===== src/rtl/kara_pkg.sv =====
// Shared constants and enums for the 60-bit Karatsuba GF(2)[x] multiplier.
// Used by the operand splitter, the dispatch front end and the recombiner.
package kara_pkg;

    localparam int N_OP      = 60;
    localparam int H_OP      = 30;
    localparam int SUBPROD_W = 59;
    localparam int RESULT_W  = 119;

    typedef enum logic [1:0] {
        TAG_LO  = 2'd0,
        TAG_MID = 2'd1,
        TAG_HI  = 2'd2
    } tag_e;

    typedef enum logic [1:0] {
        ST_IDLE = 2'd0,
        ST_LO   = 2'd1,
        ST_MID  = 2'd2,
        ST_HI   = 2'd3
    } state_e;

endpackage


===== src/rtl/kara_split_60bit.sv =====
// Combinational Karatsuba splitter: lo/hi halves of each operand plus
// their GF(2) sum (lo ^ hi) used for the middle sub-product.
module kara_split_60bit
    import kara_pkg::*;
#(
    parameter  int N = N_OP,
    localparam int H = N / 2
) (
    input  logic [N-1:0] a_in,
    input  logic [N-1:0] b_in,
    output logic [H-1:0] a_lo,
    output logic [H-1:0] a_hi,
    output logic [H-1:0] a_mid,
    output logic [H-1:0] b_lo,
    output logic [H-1:0] b_hi,
    output logic [H-1:0] b_mid
);

    assign a_lo  = a_in[H-1:0];
    assign a_hi  = a_in[N-1:H];
    assign b_lo  = b_in[H-1:0];
    assign b_hi  = b_in[N-1:H];
    assign a_mid = a_lo ^ a_hi;
    assign b_mid = b_lo ^ b_hi;

endmodule


===== src/rtl/karatsuba_operand_dispatch_60bit.sv =====
// Karatsuba front end: captures one operand pair and issues the lo, mid
// and hi half-width pairs to the shared sub-multiplier, one per handshake.
module karatsuba_operand_dispatch_60bit
    import kara_pkg::*;
#(
    parameter  int N     = N_OP,
    parameter  int CNT_W = 16,
    localparam int H     = N / 2
) (
    input  logic             clk,
    input  logic             rst_n,
    input  logic             in_valid,
    output logic             in_ready,
    input  logic [N-1:0]     a_in,
    input  logic [N-1:0]     b_in,
    output logic             sub_valid,
    input  logic             sub_ready,
    output logic [H-1:0]     sub_a,
    output logic [H-1:0]     sub_b,
    output logic [1:0]       sub_tag,
    output logic             sub_last,
    output logic             busy,
    output logic [CNT_W-1:0] op_count
);

    logic [H-1:0] a_lo, a_hi, a_mid;
    logic [H-1:0] b_lo, b_hi, b_mid;

    kara_split_60bit #(.N(N)) u_split (
        .a_in  (a_in),
        .b_in  (b_in),
        .a_lo  (a_lo),
        .a_hi  (a_hi),
        .a_mid (a_mid),
        .b_lo  (b_lo),
        .b_hi  (b_hi),
        .b_mid (b_mid)
    );

    state_e           state_q, state_d;
    logic [H-1:0]     a_mid_q, a_mid_d;
    logic [H-1:0]     b_mid_q, b_mid_d;
    logic [H-1:0]     a_hi_q, a_hi_d;
    logic [H-1:0]     b_hi_q, b_hi_d;
    logic             in_ready_q, in_ready_d;
    logic             busy_q, busy_d;
    logic             sub_valid_q, sub_valid_d;
    logic [H-1:0]     sub_a_q, sub_a_d;
    logic [H-1:0]     sub_b_q, sub_b_d;
    logic [1:0]       sub_tag_q, sub_tag_d;
    logic             sub_last_q, sub_last_d;
    logic [CNT_W-1:0] op_count_q, op_count_d;
    logic             beat_done;

    assign beat_done = sub_valid_q && sub_ready;

    always_comb begin
        state_d     = state_q;
        a_mid_d     = a_mid_q;
        b_mid_d     = b_mid_q;
        a_hi_d      = a_hi_q;
        b_hi_d      = b_hi_q;
        in_ready_d  = in_ready_q;
        busy_d      = busy_q;
        sub_valid_d = sub_valid_q;
        sub_a_d     = sub_a_q;
        sub_b_d     = sub_b_q;
        sub_tag_d   = sub_tag_q;
        sub_last_d  = sub_last_q;
        op_count_d  = op_count_q;

        unique case (state_q)
            ST_IDLE: begin
                if (in_valid && in_ready_q) begin
                    // lo pair goes straight to the output; mid/hi wait in regs
                    a_mid_d     = a_mid;
                    b_mid_d     = b_mid;
                    a_hi_d      = a_hi;
                    b_hi_d      = b_hi;
                    sub_a_d     = a_lo;
                    sub_b_d     = b_lo;
                    sub_tag_d   = TAG_LO;
                    sub_last_d  = 1'b0;
                    sub_valid_d = 1'b1;
                    in_ready_d  = 1'b0;
                    busy_d      = 1'b1;
                    state_d     = ST_LO;
                end
            end
            ST_LO: begin
                if (beat_done) begin
                    sub_a_d   = a_mid_q;
                    sub_b_d   = b_mid_q;
                    sub_tag_d = TAG_MID;
                    state_d   = ST_MID;
                end
            end
            ST_MID: begin
                if (beat_done) begin
                    sub_a_d    = a_hi_q;
                    sub_b_d    = b_hi_q;
                    sub_tag_d  = TAG_HI;
                    sub_last_d = 1'b1;
                    state_d    = ST_HI;
                end
            end
            ST_HI: begin
                if (beat_done) begin
                    sub_valid_d = 1'b0;
                    sub_last_d  = 1'b0;
                    in_ready_d  = 1'b1;
                    busy_d      = 1'b0;
                    op_count_d  = op_count_q + CNT_W'(1);
                    state_d     = ST_IDLE;
                end
            end
            default: begin
                state_d = ST_IDLE;
            end
        endcase
    end

    always_ff @(posedge clk or negedge rst_n) begin
        if (!rst_n) begin
            state_q     <= ST_IDLE;
            a_mid_q     <= '0;
            b_mid_q     <= '0;
            a_hi_q      <= '0;
            b_hi_q      <= '0;
            in_ready_q  <= 1'b1;
            busy_q      <= 1'b0;
            sub_valid_q <= 1'b0;
            sub_a_q     <= '0;
            sub_b_q     <= '0;
            sub_tag_q   <= TAG_LO;
            sub_last_q  <= 1'b0;
            op_count_q  <= '0;
        end else begin
            state_q     <= state_d;
            a_mid_q     <= a_mid_d;
            b_mid_q     <= b_mid_d;
            a_hi_q      <= a_hi_d;
            b_hi_q      <= b_hi_d;
            in_ready_q  <= in_ready_d;
            busy_q      <= busy_d;
            sub_valid_q <= sub_valid_d;
            sub_a_q     <= sub_a_d;
            sub_b_q     <= sub_b_d;
            sub_tag_q   <= sub_tag_d;
            sub_last_q  <= sub_last_d;
            op_count_q  <= op_count_d;
        end
    end

    assign in_ready  = in_ready_q;
    assign busy      = busy_q;
    assign sub_valid = sub_valid_q;
    assign sub_a     = sub_a_q;
    assign sub_b     = sub_b_q;
    assign sub_tag   = sub_tag_q;
    assign sub_last  = sub_last_q;
    assign op_count  = op_count_q;

endmodule


===== config.mk =====
export PLATFORM = sky130hd
export DESIGN_NAME = karatsuba_operand_dispatch_60bit
export DESIGN_NICKNAME = d
export VERILOG_FILES = /design/src/rtl/kara_pkg.sv /design/src/rtl/kara_split_60bit.sv /design/src/rtl/karatsuba_operand_dispatch_60bit.sv
export SDC_FILE = /design/constraint.sdc
export NUM_CORES = 1
export LEC_CHECK = 0
export BUFFER_PORTS_ARGS = -buffer_cell sky130_fd_sc_hd__buf_2
export CAP_MARGIN = 40
export CORE_MARGIN = 10
export CORE_UTILIZATION = 56
export CTS_BUF_LIST = sky130_fd_sc_hd__clkbuf_4
export CTS_CLUSTER_DIAMETER = 100
export DETAILED_ROUTE_END_ITERATION = 6
export GPL_TIMING_DRIVEN = 0
export PLACE_DENSITY = 0.9
export SYNTH_ARGS = -nofsm -noshare
export SYNTH_HDL_FRONTEND = slang
export SYNTH_SLANG_ARGS = --single-unit
export TNS_END_PERCENT = 10

===== constraint.sdc =====
create_clock -name clk -period 2.75 [get_ports clk]
set_input_delay 0.55 -clock clk [delete_from_list [all_inputs] [get_ports clk]]
set_output_delay 0.55 -clock clk [all_outputs]
set_load 0.05 [all_outputs]

# == Yosys cells after proc, flatten, opt, wreduce, memory -nomap -nowiden ==
# Index checks and enable logic that the tools add are counted.
# word_totals
register_bits,203
latch_bits,0
mem_bits_rw,0
mem_bits_ro,0
out_inout_bits,82
wordCells,57
mem_count,0
# classes
addsub,1
mul,0
n_div,0
order_cmp,0
n_eq_ne,7
n_shift,0
mux,23
n_bitwise,2
n_reduce_logical,12
# op_table
cell,count
$mux W30,6
$pmux W30 S3,2
$xor A30 B30 Y30,2
$add A16 B1 Y16 const B,1
$mux W2,6
$reduce_and A4 Y1,3
$ne A2 B2 Y1 const B,4
$pmux W2 S4,1
$pmux W2 S3,1
$reduce_bool A3 Y1,2
$eq A2 B2 Y1 const B,2
$mux W1,4
$pmux W1 S2,2
$reduce_and A2 Y1,2
$pmux W1 S3,1
$reduce_and A3 Y1,1
$eq A2 B1 Y1 const B,1
$logic_and A1 B1 Y1,2
$logic_not A2 Y1,1
$reduce_bool A2 Y1,1

# == Longest topological paths before layout ==
# Gate-level depths: netlist of the first run.
# depth
ltp_word,3
ltp_mapped,9

# == Modules after synthesis ==
# A second synthesis of the first run with hierarchy kept.
# unflattened
cells_unflattened,935
area_unflattened_um2,10258.6
# by_module_without_submodules
module,instances,cells_per_inst,area_each_um2,seq_area_each_um2
karatsuba_operand_dispatch_60bit,1,755,8832.2,5081.1
kara_split_60bit,1,180,1426.4,0.0

# == Least setup slack after synthesis of the first run ==
# OpenSTA, ideal clock, no wires.
# synth_path
path_kind,reg2reg
startpoint,reg state_q[0]
endpoint,reg sub_tag_q[0] (netlist: sub_tag[0])
setup_ns,0.125
arrival_ns,1.862
t_required_ns,2.625
slack_ns,0.763
path_stages_with_launch,8
n_path_buf,2
synth_period_minus_slack_ns,1.987
cell_sequence,dfrtp_1 -> inv_1 -> ha_1 -> buf_2 -> a21boi_0 -> a2111o_1 -> buf_6 -> mux2_4
# synth_via
elab_chain_cells,3
elab_cells_between_ends,9
cone_classes,5 x eq/ne; 1 x mux; 3 x reduce/logical
# synth_rtl
element,line,source
start: declaration,karatsuba_operand_dispatch_60bit.sv:40,"state_e state_q, state_d;"
start signal: assignment,karatsuba_operand_dispatch_60bit.sv:139,state_q <= state_d;
"$eq A2 B1 Y1, or another cell as far along",karatsuba_operand_dispatch_60bit.sv:72,unique case (state_q)
$ne A2 B2 Y1 (no line) / $reduce_bool A3 Y1 (equally long branches),--,
$reduce_and A4 Y1 (no line),--,
end signal: assignment,karatsuba_operand_dispatch_60bit.sv:149,sub_tag_q <= sub_tag_d;
end: declaration,karatsuba_operand_dispatch_60bit.sv:50,"logic [1:0] sub_tag_q, sub_tag_d;"
# Parallel ways exist; a longest one is shown, timed or not.
# A chain may end at the register's enable or synchronous reset.

# == Worst setup path after layout of the first run ==
# layout_path
startpoint,reg state_q[0]
endpoint,reg a_hi_q[19]
# layout_via
elab_chain_cells,2
# layout_rtl
element,line,source
$logic_not A2 Y1,karatsuba_operand_dispatch_60bit.sv:72,
$reduce_and A2 Y1 (no line),--,
end signal: assignment,karatsuba_operand_dispatch_60bit.sv:142,a_hi_q <= a_hi_d;
end: declaration,karatsuba_operand_dispatch_60bit.sv:43,"logic [H-1:0] a_hi_q, a_hi_d;"
# No other way between the ends.

==> summary.txt, run 1 <==
Outcome
  • Status: completed

Synth
  • Mux share of post-synthesis cell area: 0.07774
  • Post-synth top area share: 0.5481
  • Area contributors post-synth: dfrtp_1 55%, nand2_1 7.8%, mux2_2 7.4%
  • Synth Area in Adders: 0.01085
  • Ys Warns: 0
  • Area leader, netlist: dfrtp_1
  • Netlist cell types: 31
  • Synthesized flop and latch total: 203
  • Post-Syn Nets: 1013
  • Xor/xnor cell area share of the yosys netlist: 0.07123
  • Register area share after synthesis: 0.5509
  • Mapped Cells: 881
  • Mapped Area: 9223 sq um
  • Compound-Gate Fraction of Synth Area: 0.1624
  • Synthesized-area fraction occupied by and/or/nand/nor cells: 0.09280
  • Largest family of logic cells by synthesized area: compound AO/OA/AOI/OAI gates
  • Mapped Avg Cell Area: 10.47 sq um

Timing
  • Max_slew headroom: 0.4469
  • Final hold vios: 0
  • Setup TNS: 0 ns
  • Final setup margin: between 0.3 and 0.4 ns
  • RSZ-0062 raised after global routing: false
  • Final setup fails: 0
  • Final Cycle Share: 0.8895
  • Fin crit period: approximately 2.4 ns
  • Worst slew pin tran: 0.8296 ns
  • Count of pins over their slew limit: 0
  • Setup Skew: between 0.02 and 0.025 ns
  • Max Clock Freq: ~400 MHz

Floorplanning
  • # rows: between 40 and 50
  • Die area: 22000 sq um
  • Die width: between 100 and 150 um
  • Die H: about 150 um
  • IO Pins: 206
  • Core Area: 16000 sq um
  • Initial Utilization: 0.5764

Min path
  • HP Class: input pin to register

Global routing
  • First-pass GRT wire length: approximately 41 mm
  • Initial antenna violation count: 6
  • Vias in the first global route: 8348
  • Gr usage total: 0.2284
  • Global route total overflow: 0
  • Pin count of the biggest net entering global routing: around 110

Setup path
  • Origin of the worst setup path: state_q[0]
  • Critical path capture point type: register
  • Worst endpoint data arrival time: slightly below 3 ns
  • CP endpoint: a_hi_q[19]
  • R2R depth: 6
  • R2R Setup Slk: 0.30 ns
  • Crit Path Max Fanout: 10
  • Worst R2R End: a_hi_q[19]
  • Worst R2R Start: state_q[0]
  • Kind of critical path: register to register
  • Required time worst endpoint: roughly 3.3 ns
  • Worst setup SP type: register

Route
  • Drt wl/cell: 18.39 um
  • Via-to-Cell Ratio: 5.572
  • Remaining DRCs: 0
  • Antenna-violating nets left: 0
  • DRT iter0 DRCs: 433
  • DRT Pass-1 Iters: 5
  • Routed WL: roughly 26 mm
  • Total number of vias: slightly below 8000

Layout
  • P&R area growth vs syn: 22.03%
  • Nets: 1274
  • Design area: 11250 sq um
  • Fill cells: 1212
  • Post-route insts no fill: 1393
  • Layout cells sized above 1: 0.3265

CTS
  • Clock buffers created by TritonCTS: 52
  • Clock-pin slew on the worst setup and hold paths: ~0.070 ns
  • CTS Root Buffer Type: clkbuf_4
  • Clock Latency Late Sink: 0.66 ns
  • TritonCTS clock tree: built
  • Clock sink total: 203
  • Postcts setup bufs: 0
  • Worst-case clock buffer depth: 3
  • H-tree levels: 2

Placement
  • Dpl cells: 1303
  • Final RePlAce weighted congestion: between 0.8 and 0.9
  • Post-Place Cell Area: 10560 sq um
  • Port Buffer Count: 205
  • Place WS: around 0.14 ns
  • DP HPWL: around 18 mm

Pwr
  • Leak: 5.484 nW
  • PwrDens: 529.8 nW/um^2
  • Final total power: 5.962 mW
  • Worst IR Drop VDD: 282.4 uV

Job
  • Max_cap viols: 0
[sequential cells by signal, summed over array words and instances, names as in the netlist, 2 cells and up]
register and count:
a_hi_q 30, a_mid_q 30, b_hi_q 30, b_mid_q 30, op_count 16, state_q 2, sub_a 30, sub_b 30
sub_tag 2
[cells in the mapped netlist]
master    instances
xor2_1            4
a2111o_1          1
nand4_1           6
a22oi_1          60
dfrtp_1         202
inv_1             3
o32a_1            2
or2_2             2
buf_2             5
dfstp_2           1
nor2_1            5
a21o_1            2
nand3_1           5
a21oi_1           1
nor3_1            2
mux2_2           61
a21boi_0          1
buf_1             2
a22o_1            1
o21ai_0         123
clkbuf_1         43
xnor2_1          71
and3_1            5
a21boi_1          1
buf_4             1
buf_6             9
nand2_1         192
o21ai_2          15
ha_1              8
mux2_4            2
o21ai_1          45
[where the power goes]
| group | switching [mW] | internal, mW | leakage (nW) |
|---|---|---|---|
| clock network | 1.17 | 1.51 | 0.396 |
| registers | 0 | 2.99 | 2.83 |
| logic | 0.162 | 0.135 | 2.25 |
| total | 1.33 | 4.63 | 5.48 |
[through the flow]
stage,hold slack (ns),util
floorplan,0.2544,-
global placement,0.4538,0.6574
detailed placement,0.4607,0.6598
CTS,0.09650,0.7022
global route,0.09938,0.7026
finish,0.1435,0.7034
[per-layer routing]
metal | vias to the layer above | GRT usage | routed length, um
met4 | 0 | 0.08276 | 553
met3 | 55 | 0.08010 | 2404
met2 | 318 | 0.3790 | 12540
li1 | 3598 | - | -
met1 | 3791 | 0.2684 | 10120
met5 | - | 0 | 0
[cell families after synthesis]
logic type | after synthesis
compound gates | 252
simple gates | 217
flops | 203
xor+xnor | 75
buf+inv | 63
mux | 63
fa+ha+maj | 8
[layout by cell type, fill, tap and decap left out, types with 3 or more instances in the layout]
cell	Yosys	layout
clkbuf_4	0	75
buf_6	9	9
a22oi_1	60	60
bufinv_16	0	3
diode_2	0	7
o21ai_2	15	15
xor2_1	4	4
o21ai_1	45	45
nor2_1	5	5
dfrtp_1	202	202
nand4_1	6	6
and3_1	5	5
buf_2	5	209
xnor2_1	71	71
nand2_1	192	192
ha_1	8	8
clkbuf_1	43	42
mux2_2	61	61
o21ai_0	123	123
nand3_1	5	5
inv_1	3	3
clkinv_1	0	3
[repair_timing]
| item | in CTS | in global routing |
|---|---|---|
| endpoints found under the hold margin | 107 | 0 |
| gates resized for setup | 0 | 2 |
| hold buffers | 1 | 0 |
| setup endpoints to repair | 0 | 40 |
[cell type report]
type | count | area (sq um) | share of cell area
Inverter | 3 | 11.26 | 0.001001
Clock inverter | 7 | 106.4 | 0.009450
Antenna cell | 7 | 17.52 | 0.001556
Clock buffer | 75 | 563.0 | 0.05003
Timing Repair Buffer | 207 | 1074 | 0.09539
Buffer | 60 | 304.0 | 0.02702
Sequential cell | 203 | 5081 | 0.4515
Multi-Input combinational cell | 615 | 3827 | 0.3401
Tap cell | 216 | 270.3 | 0.02401
[worst min-delay path by stage]
stage | from | depth (start not counted) | slack [ns] | endpoint
after floorplan | rst_n | 0 | 0.25 | a_hi_q[0]
after global placement | op_count[15] | 1 | 0.45 | op_count[15]
after detailed placement | sub_a[12] | 2 | 0.46 | sub_a[12]
after CTS | a_in[59] | 2 | 0.1 | a_hi_q[29]
after global routing | a_in[59] | 2 | 0.1 | a_hi_q[29]
final | b_in[37] | 2 | 0.14 | b_hi_q[7]
[critical path, stage by stage (launching register included)]
cell	delay, ns
dfrtp_1	0.44
inv_1	0.11
ha_1	0.26
nand3_1	0.42
clkbuf_2	0.37
buf_2	0.34
mux2_2	0.38
(Power assumes the default switching activity.)
==> run 2: changes to the inputs <==
==> constraint.sdc (replaced) <==
create_clock -name clk -period 2.75 [get_ports clk]
set_input_delay 0.825 -clock clk [delete_from_list [all_inputs] [get_ports clk]]
set_output_delay 0.825 -clock clk [all_outputs]
set_load 0.05 [all_outputs]
==> run 2 against run 1 <==
Against the previous run: routed wire length shrank 0.34%; worst setup slack got worse by 0.0040 ns; global-route usage barely moved; final cell count is 0.14% lower; clock skew about the same; count of clock-buffer cells in the layout did not move; non-clock buffer count is 1 lower; core utilization decreased by 0.078 points; first-iteration DRC count is 3.9% lower; combinational power about the same; hold slack improved by 0.070 ns; largest power group unchanged; highest routed layer unchanged.
==> summary.txt, run 2 (same netlist as run 1, synthesis figures left out) <==
Outcome
  • Status: completed

CTS
  • Clock-pin slew on the worst setup and hold paths: 0.06 ns (about the same)
  • Hold_buf cts: 0 (-1)
  • CTS Root Buffer Type: clkbuf_4
  • Clock buffers created by TritonCTS: 52 (unchanged)
  • Worst-case clock buffer depth: 3 (unchanged)
  • Clock sink total: 203 (unchanged)
  • H-tree levels: 2 (unchanged)
  • Resized Gates After CTS: 0 (unchanged)
  • Postcts setup bufs: 0 (unchanged)
  • Clock Latency Late Sink: 0.67 ns (about the same)
  • TritonCTS clock tree: built

Setup path
  • R2R Setup Slk: 0.30 ns (about the same)
  • Worst R2R Start: state_q[0]
  • Largest stage delay, worst path: 0.44 ns (about the same)
  • Origin of the worst setup path: state_q[0]
  • Critical path depth: 6 (unchanged)
  • CP max stage cell: dfrtp_1
  • Critical path capture point type: register
  • Worst endpoint data arrival time: 2.97 ns (about the same)
  • Crit-path leading delay family: buffers and inverters
  • Buf/Inv on CP: 3 (unchanged)
  • CP endpoint: a_hi_q[19]
  • Kind of critical path: register to register
  • CP cell instances: inv_1, ha_1, nand3_1, clkbuf_2, buf_2, mux2_2
  • Crit Path Max Fanout: 10 (unchanged)
  • Required time worst endpoint: 3.27 ns (about the same)
  • Worst R2R End: a_hi_q[19]
  • R2R depth: 6 (unchanged)
  • Worst setup SP type: register

Floorplanning
  • Die area: 22000 sq um (unchanged)
  • # rows: 46 (unchanged)
  • Core Area: 16000 sq um (unchanged)
  • Initial Utilization: 0.5764 (unchanged)
  • Die width: 148.3 um (unchanged)
  • Die H: 148.3 um (unchanged)
  • IO Pins: 206 (unchanged)

Route
  • Antenna-violating nets left: 0 (unchanged)
  • DRT Pass-1 Iters: 5 (unchanged)
  • Via-to-Cell Ratio: 5.566 (-0.10%)
  • DRT iter0 DRCs: 416 (-3.9%)
  • Routed WL: 25.52 mm (-0.34%)
  • Total number of vias: 7743 (-0.24%)
  • Remaining DRCs: 0 (unchanged)
  • Drt wl/cell: 18.35 um (-0.20%)

Layout
  • P&R area growth vs syn: 21.90%
  • Post-route insts no fill: 1391 (-0.14%)
  • Fin util: 0.7026 (-0.0007820)
  • Most frequent cells in the layout: 209 x buf_2, 202 x dfrtp_1, 192 x nand2_1
  • Layout cells sized above 1: 0.3268 (about the same)
  • Fill cells: 1212 (unchanged)
  • Nets: 1273 (-0.078%)
  • Commonest non-fill, non-tap cell in the layout: buf_2

Timing
  • Final setup fails: 0 (unchanged)
  • Setup Skew: 0.02502 ns (+0.0001422 ns)
  • Final Cycle Share: 0.8909 (+0.001444)
  • Max Clock Freq: 408.1 MHz (-0.16%)
  • RSZ-0062 raised after global routing: false
  • Worst slew pin tran: 0.8483 ns (+0.01869 ns)
  • Max_slew headroom: 0.4345 (-0.01246)
  • Fin crit period: 2.450 ns (+0.003972 ns)
  • Final hold vios: 0 (unchanged)
  • Count of pins over their slew limit: 0 (unchanged)

Min path
  • HP Class: input pin to async pin

Global routing
  • Global route total overflow: 0 (unchanged)
  • Pin count of the biggest net entering global routing: 113 (unchanged)
  • Vias in the first global route: 8342 (-0.072%)
  • Gr usage total: 0.2282 (about the same)
  • First-pass GRT wire length: 41.31 mm (about the same)
  • Initial antenna violation count: 6 (unchanged)

Pwr
  • PwrDens: 530.0 nW/um^2 (about the same)
  • Worst IR Drop VDD: 282.4 uV (about the same)
  • Leak: 5.480 nW (about the same)

Placement
  • DP HPWL: 18.05 mm (unchanged)
  • Port Buffer Count: 205 (unchanged)
  • Final RePlAce weighted congestion: 0.8200 (unchanged)
  • Dpl cells: 1303 (unchanged)

Job
  • Max_cap viols: 0 (unchanged)
[run 2: changes by cell type in the layout (fill, tap and decap cells not counted), sizes merged]
cell and delta:
diode -1, dlygate4sd3 -1
[run 2: report_power, final]
part / internal, mW / switching (mW)
combinational: 0.134 / 0.162
sequential: 2.99 / 0
clock: 1.51 / 1.17
total: 4.63 / 1.33
[run 2: how the worst min path moves through the flow]
stage / start / to / slack, ns / depth (start not counted)
final: rst_n / sub_a[23] / 0.21 / 1
after global placement: op_count[15] / op_count[15] / 0.45 / 1
after global routing: rst_n / op_count[5] / 0.24 / 1
after CTS: rst_n / a_mid_q[27] / 0.22 / 1
after detailed placement: sub_a[12] / sub_a[12] / 0.46 / 2
after floorplan: a_mid_q[0] / a_mid_q[0] / 0.45 / 2
[run 2: final cells by class]
cell class,count,area (sq um),area share
timing repair buffer,206,1064,0.09460
buffer,60,304.0,0.02705
clock buffer,75,563.0,0.05008
antenna,6,15.01,0.001336
inverter,3,11.26,0.001002
clock inverter,7,106.4,0.009460
tap,216,270.3,0.02404
sequential,203,5081,0.4520
multi-input combinational,615,3827,0.3405
[run 2: metal layers]
metal	share of wire	global-route usage
met1	0.40	0.2684
met2	0.49	0.3786
met3	0.093	0.08010
met4	0.021	0.08276
met5	0	0
[run 2: worst register-to-register path: stages, from the launching register on]
cell and delay (ns):
dfrtp_1 0.44, inv_1 0.11, ha_1 0.26, nand3_1 0.41, clkbuf_2 0.38, buf_2 0.35, mux2_2 0.38
[run 2: through the flow]
stage / hold slack [ns] / worst slack, ns / power (mW) / cell area [sq um] / setup TNS [ns]
after floorplan: 0.4505 / 0.7632 / 3.136 / 9223 / 0
after global placement: 0.4538 / -2.417 / 3.327 / 10520 / -486.54
after detailed placement: 0.4607 / 0.007713 / 3.338 / 10560 / 0
after CTS: 0.2223 / 0.09180 / 6.012 / 11230 / 0
after global routing: 0.2439 / 0.1594 / 6.209 / 11230 / 0
final: 0.2139 / 0.2999 / 5.958 / 11240 / 0
